==> src/rtl/da2_frame_rx.sv <==
// da2_frame_rx: oversampled receiver for the PmodDA2 serial link.
// Rebuilds both DAC121S101 frames from SYNC/SCLK/SDATA in the clk domain.
module da2_frame_rx #(
   parameter int FRAME_W     = 16,
   parameter int DATA_W      = 12,
   parameter int SYNC_STAGES = 2,
   parameter int CNT_W       = 16
) (
   input  logic              clk,
   input  logic              rst,
   input  logic              SYNC,
   input  logic              SCLK,
   input  logic [1:0]        SDATA,
   output logic [DATA_W-1:0] value0,
   output logic [DATA_W-1:0] value1,
   output logic [1:0]        pd0,
   output logic [1:0]        pd1,
   output logic              valid,
   output logic              frame_err,
   output logic              busy,
   output logic [CNT_W-1:0]  frame_cnt
);

   localparam int BC_W = $clog2(FRAME_W + 1);
   // Only DB13..DB0 are kept; DB15:14 fall off the top.
   localparam int SH_W = DATA_W + 2;

   typedef enum logic [1:0] {
      IDLE,
      SHIFT,
      WAIT
   } state_t;

   logic [SYNC_STAGES-1:0] sync_sr_q, sync_sr_d;
   logic [SYNC_STAGES-1:0] sclk_sr_q, sclk_sr_d;
   logic [SYNC_STAGES-1:0] sd0_sr_q, sd0_sr_d;
   logic [SYNC_STAGES-1:0] sd1_sr_q, sd1_sr_d;
   logic                   sclk_prev_q, sclk_prev_d;

   state_t            state_q, state_d;
   logic [SH_W-1:0]   sh0_q, sh0_d;
   logic [SH_W-1:0]   sh1_q, sh1_d;
   logic [BC_W-1:0]   bit_cnt_q, bit_cnt_d;
   logic              done_q, done_d;
   logic [DATA_W-1:0] value0_q, value0_d;
   logic [DATA_W-1:0] value1_q, value1_d;
   logic [1:0]        pd0_q, pd0_d;
   logic [1:0]        pd1_q, pd1_d;
   logic              valid_q, valid_d;
   logic              err_q, err_d;
   logic [CNT_W-1:0]  cnt_q, cnt_d;

   logic       sync_s;
   logic       sclk_s;
   logic [1:0] sd_s;
   logic       fall;

   assign sync_s = sync_sr_q[SYNC_STAGES-1];
   assign sclk_s = sclk_sr_q[SYNC_STAGES-1];
   assign sd_s   = {sd1_sr_q[SYNC_STAGES-1], sd0_sr_q[SYNC_STAGES-1]};
   assign fall   = sclk_prev_q & ~sclk_s;

   // Synchroniser chains and SCLK edge history.
   always_comb begin
      sync_sr_d   = {sync_sr_q[SYNC_STAGES-2:0], SYNC};
      sclk_sr_d   = {sclk_sr_q[SYNC_STAGES-2:0], SCLK};
      sd0_sr_d    = {sd0_sr_q[SYNC_STAGES-2:0], SDATA[0]};
      sd1_sr_d    = {sd1_sr_q[SYNC_STAGES-2:0], SDATA[1]};
      sclk_prev_d = sclk_s;
   end

   // Frame FSM: shift on falling edges, commit one cycle after the last bit.
   always_comb begin
      state_d   = state_q;
      sh0_d     = sh0_q;
      sh1_d     = sh1_q;
      bit_cnt_d = bit_cnt_q;
      done_d    = 1'b0;
      value0_d  = value0_q;
      value1_d  = value1_q;
      pd0_d     = pd0_q;
      pd1_d     = pd1_q;
      valid_d   = 1'b0;
      err_d     = 1'b0;
      cnt_d     = cnt_q;

      if (done_q) begin
         value0_d = sh0_q[DATA_W-1:0];
         value1_d = sh1_q[DATA_W-1:0];
         pd0_d    = sh0_q[SH_W-1:DATA_W];
         pd1_d    = sh1_q[SH_W-1:DATA_W];
         valid_d  = 1'b1;
         cnt_d    = cnt_q + 1'b1;
      end

      unique case (state_q)
         IDLE: begin
            if (!sync_s) begin
               state_d   = SHIFT;
               bit_cnt_d = '0;
            end
         end
         SHIFT: begin
            if (fall) begin
               sh0_d     = {sh0_q[SH_W-2:0], sd_s[0]};
               sh1_d     = {sh1_q[SH_W-2:0], sd_s[1]};
               bit_cnt_d = bit_cnt_q + 1'b1;
               // The last edge wins over a coincident SYNC rise.
               if (bit_cnt_q == BC_W'(FRAME_W - 1)) begin
                  done_d  = 1'b1;
                  state_d = sync_s ? IDLE : WAIT;
               end else if (sync_s) begin
                  err_d   = 1'b1;
                  state_d = IDLE;
               end
            end else if (sync_s) begin
               err_d   = 1'b1;
               state_d = IDLE;
            end
         end
         WAIT: begin
            if (sync_s) state_d = IDLE;
         end
         default: state_d = IDLE;
      endcase
   end

   // All state and registered outputs.
   always_ff @(posedge clk or posedge rst) begin
      if (rst) begin
         sync_sr_q   <= '1;
         sclk_sr_q   <= '0;
         sd0_sr_q    <= '0;
         sd1_sr_q    <= '0;
         sclk_prev_q <= 1'b0;
         state_q     <= IDLE;
         sh0_q       <= '0;
         sh1_q       <= '0;
         bit_cnt_q   <= '0;
         done_q      <= 1'b0;
         value0_q    <= '0;
         value1_q    <= '0;
         pd0_q       <= '0;
         pd1_q       <= '0;
         valid_q     <= 1'b0;
         err_q       <= 1'b0;
         cnt_q       <= '0;
      end else begin
         sync_sr_q   <= sync_sr_d;
         sclk_sr_q   <= sclk_sr_d;
         sd0_sr_q    <= sd0_sr_d;
         sd1_sr_q    <= sd1_sr_d;
         sclk_prev_q <= sclk_prev_d;
         state_q     <= state_d;
         sh0_q       <= sh0_d;
         sh1_q       <= sh1_d;
         bit_cnt_q   <= bit_cnt_d;
         done_q      <= done_d;
         value0_q    <= value0_d;
         value1_q    <= value1_d;
         pd0_q       <= pd0_d;
         pd1_q       <= pd1_d;
         valid_q     <= valid_d;
         err_q       <= err_d;
         cnt_q       <= cnt_d;
      end
   end

   assign value0    = value0_q;
   assign value1    = value1_q;
   assign pd0       = pd0_q;
   assign pd1       = pd1_q;
   assign valid     = valid_q;
   assign frame_err = err_q;
   assign busy      = (state_q != IDLE);
   assign frame_cnt = cnt_q;

endmodule

==> config.mk <==
export PLATFORM = sky130hd
export DESIGN_NAME = da2_frame_rx
export DESIGN_NICKNAME = d
export VERILOG_FILES = /design/src/rtl/da2_frame_rx.sv
export SDC_FILE = /design/constraint.sdc
export NUM_CORES = 1
export LEC_CHECK = 0
export CORE_UTILIZATION = 45
export DETAILED_ROUTE_END_ITERATION = 6
export PLACE_DENSITY = 0.71
export SYNTH_ARGS = -nofsm -noshare
export SYNTH_HDL_FRONTEND = slang
export SYNTH_SLANG_ARGS = --single-unit
==> constraint.sdc <==
create_clock -name clk -period 2.7 [get_ports clk]
set_input_delay 0.54 -clock clk [delete_from_list [all_inputs] [get_ports clk]]
set_output_delay 0.54 -clock clk [all_outputs]
set_load 0.05 [all_outputs]
# Word level (Yosys, flattened, before mapping)
# Index checks and enable logic that the tools add are counted.
dict set report word_totals {
  inputBits 6
  regBits 91
  output_inout_bits 47
  wordCells 48
}
dict set report classes {
  bitwise 2
  eq_ne 5
  n_reduce_logical 5
  addsub 2
  mux 17
}
# operator count
set op_table {}
lappend op_table {{$add 16x1->16 const B} 1}
lappend op_table {{$mux 2} 5}
lappend op_table {{$mux 5} 2}
lappend op_table {{$pmux 5 s2} 1}
lappend op_table {{$mux 1} 8}
lappend op_table {{$pmux 2 s3} 1}
lappend op_table {{$add 5x1->5 const B} 1}
lappend op_table {{$eq 5x4->1 const B} 1}
lappend op_table {{$ne 2x2->1 const B} 2}
lappend op_table {{$reduce_bool 2->1} 2}
lappend op_table {{$reduce_and 3->1} 1}
lappend op_table {{$eq 2x1->1 const B} 1}
lappend op_table {{$eq 2x2->1 const B} 1}
lappend op_table {{$logic_not 2->1} 1}
lappend op_table {{$reduce_and 2->1} 1}
lappend op_table {{$and 1x1->1} 1}
lappend op_table {{$not 1->1} 1}

# Longest topological paths before layout
# Gate-level depths: netlist of run 1.
dict set report depth {
  depth_word 4
  depth_mapped 5
  depth_no_buf 5
}

# Worst setup path before layout of run 1
# No wires, ideal clock.
dict set report synth_timing {
  path_type {reg-to-reg}
  start {register cnt_q[0] (netlist: frame_cnt[0])}
  end {register cnt_q[14] (netlist: frame_cnt[14])}
  arrival_ns 1.554
  stages_incl_launch_ff 5
  period_less_slack_ns 1.636
  setup_ns 0.082
  required_ns 2.618
  path_slack_ns 1.064
  n_path_buf 0
  cell_sequence {dfrtp_1 > ha_1 > nand4_1 > nor4_2 > xor2_1}
}
dict set report synth_via {
  elab_chain_cells 1
}
# item line_no
set synth_rtl {}
lappend synth_rtl {{start, declared} 51} ;# logic [CNT_W-1:0] cnt_q, cnt_d;
lappend synth_rtl {{start signal, assigned} 165} ;# cnt_q <= cnt_d;
lappend synth_rtl {{$add 16x1->16} 93} ;# cnt_d = cnt_q + 1'b1;
# Every way passes these cells.
# A chain may end at the register's enable or synchronous reset.

# Final worst setup path of run 1
dict set report layout_timing {
  start {register state_q[1]}
  end {output busy}
}
dict set report layout_via {
  elab_chain_cells 1
}
# item line_no
set layout_rtl {}
lappend layout_rtl {{start, declared} 40} ;# state_t state_q, state_d;
lappend layout_rtl {{start signal, assigned} 154} ;# state_q <= state_d;
lappend layout_rtl {{$reduce_bool 2->1} 175} ;# assign busy = (state_q != IDLE);
lappend layout_rtl {{end, declared} 20} ;# output logic busy,
# Every way passes these cells.

==> results.md, run 1 <==
* Die Area at 8130 µm²
* Row count at 31
* Total CTS buffers at 9
* Critical path fanouts, max at 8
* Util after Layout at 58.9%
* Fin crit share at 87.7%
* Critical Path Sink Type: primary output
* Max VDD drop at 0.000288 V
* Post-route minimum period at 2.37 ns
* Initial antenna violation count at 0
* WL met1 at 3090 µm
* Worst setup SP type: flip-flop
* Yosys cell types at 32
* Number of hold buffers added after CTS at 0
* Hold Path Class: reg -> reg
* Drt initial violations at 105
* Top post-synthesis cells by area: dfrtp_1 (64%), nand2_1 (10%), mux2_2 (9.3%)
* Remaining DRCs at 0
* Combinational power share at 5.3%
* Latest clock arrival within the worst-skew pair at 0.35 ns
* Post-detail-place hpwl at 4030 µm
* Internal at 1.82 mW
* Quantity of I/O buffers inserted on ports at 52
* Starting Density at 47.4%
* Overall via count from detail_route at 2233
* Least-Margin Pin Slew at 0.679 ns
* Cell taking the most area after synthesis: dfrtp_1
* MaxCap Viol Count at 0
* Met3 routed wirelength at 205 µm
* WP data required at 2.16 ns
* Post-route cell area at 4340 µm²
* Rel. slew slack at 54.7%
* Met2 wire len at 2760 µm
* TritonCTS clock tree: yes
* Psw at 0.588 mW
* Via density at 4.97
* RSZ-0062 raised after global routing: false
* Max Fclk at 422 MHz
* PnR Total Power at 2.40 mW
* Post-synthesis async set-or-reset flop share at 100%
* Data arrival, critical path at 1.83 ns
* Reg power frac at 61.9%
* Global route total overflow at 0
* Antenna cells at 0
* Area delta synth->final at 24.1%
* Syn_nets at 298
* H-Tree Depth at 3
* Sw Share at 24.4%
* Top_reg_cell synth: dfrtp_1
* Gr usage total at 17.1%
* Largest net degree at the start of global routing at 43
* DP Worst Slack at 0.707 ns
* Yosys warning count at 0
* Core footprint at 7370 µm²
* Die H at 90.1 µm
* Setup TNS at 0 ns
* Most numerous cell in the Yosys netlist: nand2_1
* Commonest cells post-synth: nand2_1 (93), dfrtp_1 (89), mux2_2 (29)
* Antenna-violating nets left at 0
* DP Area at 4180 µm²
* Hold path cells at 0
* CTS Buffer Depth at 2
* Register clock-pin slew on the reported worst setup and hold paths at 0.09 ns
* Clock root buffer: clkbuf_8
* Lkg Pwr at 2.14 nW
* Nets at 354
* Post-Synthesis Cells at 289
* Worst reg-to-reg path cell count at 4
* Synth Area per Inst at 12.1 µm²
* Post-synth EDFFs at 0
* I/O pins at 53
* Run status: completed
* First-pass GRT wire length at 11000 µm
* CTS sink count at 91
* Clock skew at 0.00982 ns
* Final std cells w/o fill at 449
* DR top layer: met4
* WS Path Type: reg -> out
* Wire per inst at 13.7 µm
* Resized cells post-CTS at 0
* Die Wd at 90.1 µm
* First drt pass iteration count at 5
* Mapped cell area at 3500 µm²
* Yosys top cell area share at 63.7%
* DP Cell Count at 433
* Fraction of layout cells with a size suffix above 1 at 16.3%
* Hold Slack at 0.350 ns
* DRT Wirelength at 6160 µm
* Clock network fraction of design power at 32.8%
* Pwr Density at 554 nW/µm²
* Post-CTS setup buffers at 0
* Max Slew Vio Count at 0
* Seq cells post-synth at 91
* Final Setup Violations at 0
* Final setup margin at 0.331 ns
* Vias in the first global route at 2270
* Register area share after synthesis at 65.2%
* Fin. Hold Viols at 0
* Placer Congestion at 0.773
==> layer usage <==
layer	GRT usage [%]	up-vias
met5	0	-
met4	7.39	0
met3	3.21	8
met2	26.1	47
met1	24.0	1112
li1	-	1066
==> critical path, cell delays in order (launching register included) <==
cell and delay (ns):
dfrtp_1 0.48, or2_2 0.30, clkdlybuf4s50_1 0.70
==> cells in the final DEF, fill, tap and decap left out, types with 3 or more instances in the layout <==
cell | synthesis | final
buf_12 | 0 | 3
clkbuf_1 | 3 | 3
clkbuf_8 | 0 | 9
clkdlybuf4s50_1 | 0 | 52
clkinvlp_4 | 0 | 4
dfrtp_1 | 89 | 89
ha_1 | 3 | 3
inv_1 | 4 | 3
mux2_2 | 29 | 29
nand2_1 | 93 | 93
nand4_1 | 5 | 5
nor2_1 | 5 | 5
nor3_1 | 5 | 5
nor4_2 | 3 | 3
o21ai_0 | 4 | 4
xnor2_1 | 4 | 4
xor2_1 | 11 | 11
==> final cells by class <==
class,instances,area [µm²]
fill,634,3030
sequential,91,2280
multi-input combinational,182,1160
timing repair buffer,57,596
clock buffer,12,135
tap,99,124
clock inverter,4,27.5
inverter,4,18.8
==> power by group through the flow <==
stage	Combinational (mW)	Clock [mW]	Sequential, mW
after global routing	0.151	0.882	1.50
final	0.128	0.788	1.49
after CTS	0.133	0.815	1.49
after floorplan	0.0882	0	1.50
after detailed placement	0.133	0	1.51
after global placement	0.126	0	1.51
==> logic make-up after synthesis <==
kind of cell             synth area share (%)
XOR/XNOR                                 3.76
flip-flops                               65.2
buffers and inverters                    2.11
AO/OA/AOI/OAI                            1.79
multiplexers                             9.34
AND/OR/NAND/NOR                          16.7
adder cells (fa/ha/maj)                  1.07
==> final timing paths <==
kind	slack, ns	startpoint	endpoint
setup reg to reg	0.98	state_q[1]	bit_cnt_q[4]
hold / removal	0.35	sd1_sr_q[0]	sd1_sr_q[1]
min in group asynchronous	0.61	rst	sh1_q[1]
hold reg to reg	0.35	sd1_sr_q[0]	sd1_sr_q[1]
max in group asynchronous	1.48	rst	sh1_q[13]
setup / recovery	0.33	state_q[1]	busy
==> sequential cells by signal, summed over array words and instances (netlist names), 5 cells and up <==
| signal | flops |
|---|---|
| frame_cnt | 16 |
| sh0_q | 14 |
| sh1_q | 14 |
| value0 | 12 |
| value1 | 12 |
| bit_cnt_q | 5 |
No activity file was read; power rests on OpenSTA's default activity.
==> run 2, diff against run 1 <==
--- a/config.mk
+++ b/config.mk
@@ -5,6 +5,7 @@
 export SDC_FILE = /design/constraint.sdc
 export NUM_CORES = 1
 export LEC_CHECK = 0
+export ABC_AREA = 1
 export CORE_UTILIZATION = 45
 export DETAILED_ROUTE_END_ITERATION = 6
 export PLACE_DENSITY = 0.71
==> results.md, run 2 <==
* Post-CTS setup buffers at 0 (unchanged)
* WS Path Type: reg -> out
* Hold EP: sclk_sr_q[1]
* Mapped cell area at 3620 µm² (+3.6%)
* Gr usage total at 16.8% (-0.29 points)
* Die Wd at 91.7 µm (+1.7%)
* Seq cells post-synth at 91 (unchanged)
* CTS Buffer Depth at 2 (unchanged)
* Top_reg_cell synth: dfrtp_1
* DRT Wirelength at 6190 µm (+0.45%)
* Setup TNS at 0 ns (unchanged)
* Cell taking the most area after synthesis: dfrtp_1
* I/O pins at 53 (unchanged)
* Delay-heaviest family, CP: buffers and inverters
* Placer Congestion at 0.781 (+1.1%)
* Quantity of I/O buffers inserted on ports at 52 (unchanged)
* Worst path cell trace: nor2_1 -> inv_1 -> clkdlybuf4s50_1
* DP Area at 4210 µm² (+0.93%)
* Max incr delay on CP at 0.79 ns (+0.09 ns)
* Core footprint at 7770 µm² (+5.4%)
* Resized cells post-CTS at 0 (unchanged)
* Global route total overflow at 0 (unchanged)
* Max Fclk at 454 MHz (+7.5%)
* RSZ-0062 raised after global routing: false
* Lkg Pwr at 2.06 nW (-4.1%)
* Register area share after synthesis at 63.0% (-2.3 points)
* Worst setup SP type: flip-flop
* Final setup margin at 0.496 ns (+0.165 ns)
* WP buf/inv at 2 (+1)
* Hold path startpoint: sclk_sr_q[0]
* Register clock-pin slew on the reported worst setup and hold paths at 0.09 ns (about the same)
* Die H at 91.7 µm (+1.7%)
* Most numerous cell in the Yosys netlist: nand2_1
* Commonest non-fill, non-tap cell in the layout: nand2_1
* First drt pass iteration count at 4 (-1)
* Antenna cells at 0 (unchanged)
* Least-Margin Pin Slew at 0.801 ns (+0.122 ns)
* Critical path depth at 3 (+1)
* Post-Synthesis Cells at 375 (+30%)
* # fillers at 723 (+14%)
* MaxCap Viol Count at 0 (unchanged)
* Wire per inst at 11.6 µm (-16%)
* Fin crit share at 81.6% (-6.1 points)
* Hold path cells at 0 (unchanged)
* H-Tree Depth at 3 (unchanged)
* Total CTS buffers at 9 (unchanged)
* Post-route cell area at 4430 µm² (+2.1%)
* Initial antenna violation count at 0 (unchanged)
* Run status: completed
* Max FFs per register at 16 (unchanged)
* Syn_nets at 384 (+29%)
* TritonCTS clock tree: yes
* Critical Path Sink Type: primary output
* Largest net degree at the start of global routing at 92 (+110%)
* Antenna-violating nets left at 0 (unchanged)
* First-pass GRT wire length at 11100 µm (+1.6%)
* Yosys top cell area share at 61.5% (-2.2 points)
* Commonest cells post-synth: nand2_1 (110), dfrtp_1 (89), inv_1 (45)
* Hold Slack at 0.353 ns (+0.00225 ns)
* Pwr Density at 593 nW/µm² (+7.0%)
* Slowest cell on the critical path: clkdlybuf4s50_1
* Post-route minimum period at 2.20 ns (-0.165 ns)
* Number of hold buffers added after CTS at 0 (unchanged)
* Vias in the first global route at 2458 (+8.3%)
* Clock skew at 0.0122 ns (+0.00242 ns)
* Remaining DRCs at 0 (unchanged)
* Fin. Hold Viols at 0 (unchanged)
* WP data required at 2.16 ns (about the same)
* CTS sink count at 91 (unchanged)
* Post-synthesis async set-or-reset flop share at 100% (unchanged)
* Area delta synth->final at 22.3%
* Data arrival, critical path at 1.66 ns (-0.17 ns)
* Final Setup Violations at 0 (unchanged)
* Row count at 32 (+3.2%)
* Util after Layout at 57.0% (-1.8 points)
* Latest clock arrival within the worst-skew pair at 0.35 ns (about the same)
* Clock root buffer: clkbuf_8
* Drt initial violations at 81 (-23%)
* Via density at 4.67 (-6.1%)
* Max Slew Vio Count at 0 (unchanged)
* Rel. slew slack at 46.5% (-8.2 points)
* Worst reg-to-reg path cell count at 5 (+1)
* Max VDD drop at 0.000329 V (+14%)
* Yosys warning count at 0 (unchanged)
* Most frequent cells in the layout: nand2_1 (110), dfrtp_1 (89), clkdlybuf4s50_1 (52)
* Overall via count from detail_route at 2498 (+12%)
* Yosys cell types at 25 (-22%)
* Reg2reg start: sclk_sr_q[1]
* Critical path fanouts, max at 4 (-4)
* Reg2Reg Capture Point: state_q[1]
* Starting Density at 46.6% (-0.82 points)
* Top post-synthesis cells by area: dfrtp_1 (62%), nand2_1 (11%), o21ai_0 (5.8%)
* Hold Path Class: reg -> reg
* Nets at 437 (+23%)
* Reg-to-reg setup timing slack at 1.00 ns (+0.02 ns)
* Die Area at 8410 µm² (+3.5%)
* Synth Area per Inst at 9.66 µm² (-20%)
* Fraction of layout cells with a size suffix above 1 at 6.93% (-9.4 points)
* Post-detail-place hpwl at 4030 µm (about the same)
* DP Worst Slack at 0.870 ns (+0.163 ns)
* Post-synth EDFFs at 0 (unchanged)
## run 2: kinds of logic after synthesis
kind of cell,after synthesis,synth area share [%]
AO/OA/AOI/OAI,57,7.88
XOR/XNOR,9,2.18
adder cells (fa/ha/maj),3,1.04
buffers and inverters,58,7.15
flip-flops,91,63.0
AND/OR/NAND/NOR,157,18.8
## run 2: area by class of cell
cell class | instances | area, µm² | share of cell area (%)
Multi-Input combinational cell | 226 | 1080 | 24.4
Sequential cell | 91 | 2280 | 51.5
Tap cell | 102 | 128 | 2.88
Timing Repair Buffer | 54 | 548 | 12.4
Clock inverter | 6 | 87.6 | 1.98
Inverter | 46 | 176 | 3.98
Clock buffer | 10 | 128 | 2.88
## run 2: routing by layer
layer | global-route usage, % | routed length [µm]
met5 | 0 | 0
met4 | 7.55 | 79
met3 | 2.99 | 192
met2 | 26.6 | 2880
met1 | 22.7 | 3040
## run 2: worst max-delay path by stage
stage	from	endpoint	slack (ns)
6_report	state_q[1]	busy	0.50
2_1_floorplan	rst	bit_cnt_q[0]	1.10
4_1_cts	state_q[1]	busy	0.47
5_1_grt	state_q[1]	busy	0.40
3_5_place_dp	state_q[1]	busy	0.87
3_3_place_gp	state_q[1]	busy	0.89
## run 2: per-stage QoR
step	power (mW)	cells
6_report	2.63	535
3_3_place_gp	1.65	519
5_1_grt	2.75	535
4_1_cts	2.66	535
3_5_place_dp	1.65	519
2_1_floorplan	1.61	375
## run 2: power breakdown
part           total (mW)  switching, mW  internal (mW)  leakage [nW]
Sequential           1.47         0.0365           1.43          1.23
Combinational       0.152          0.101         0.0510         0.713
Clock                1.00          0.479          0.526         0.111
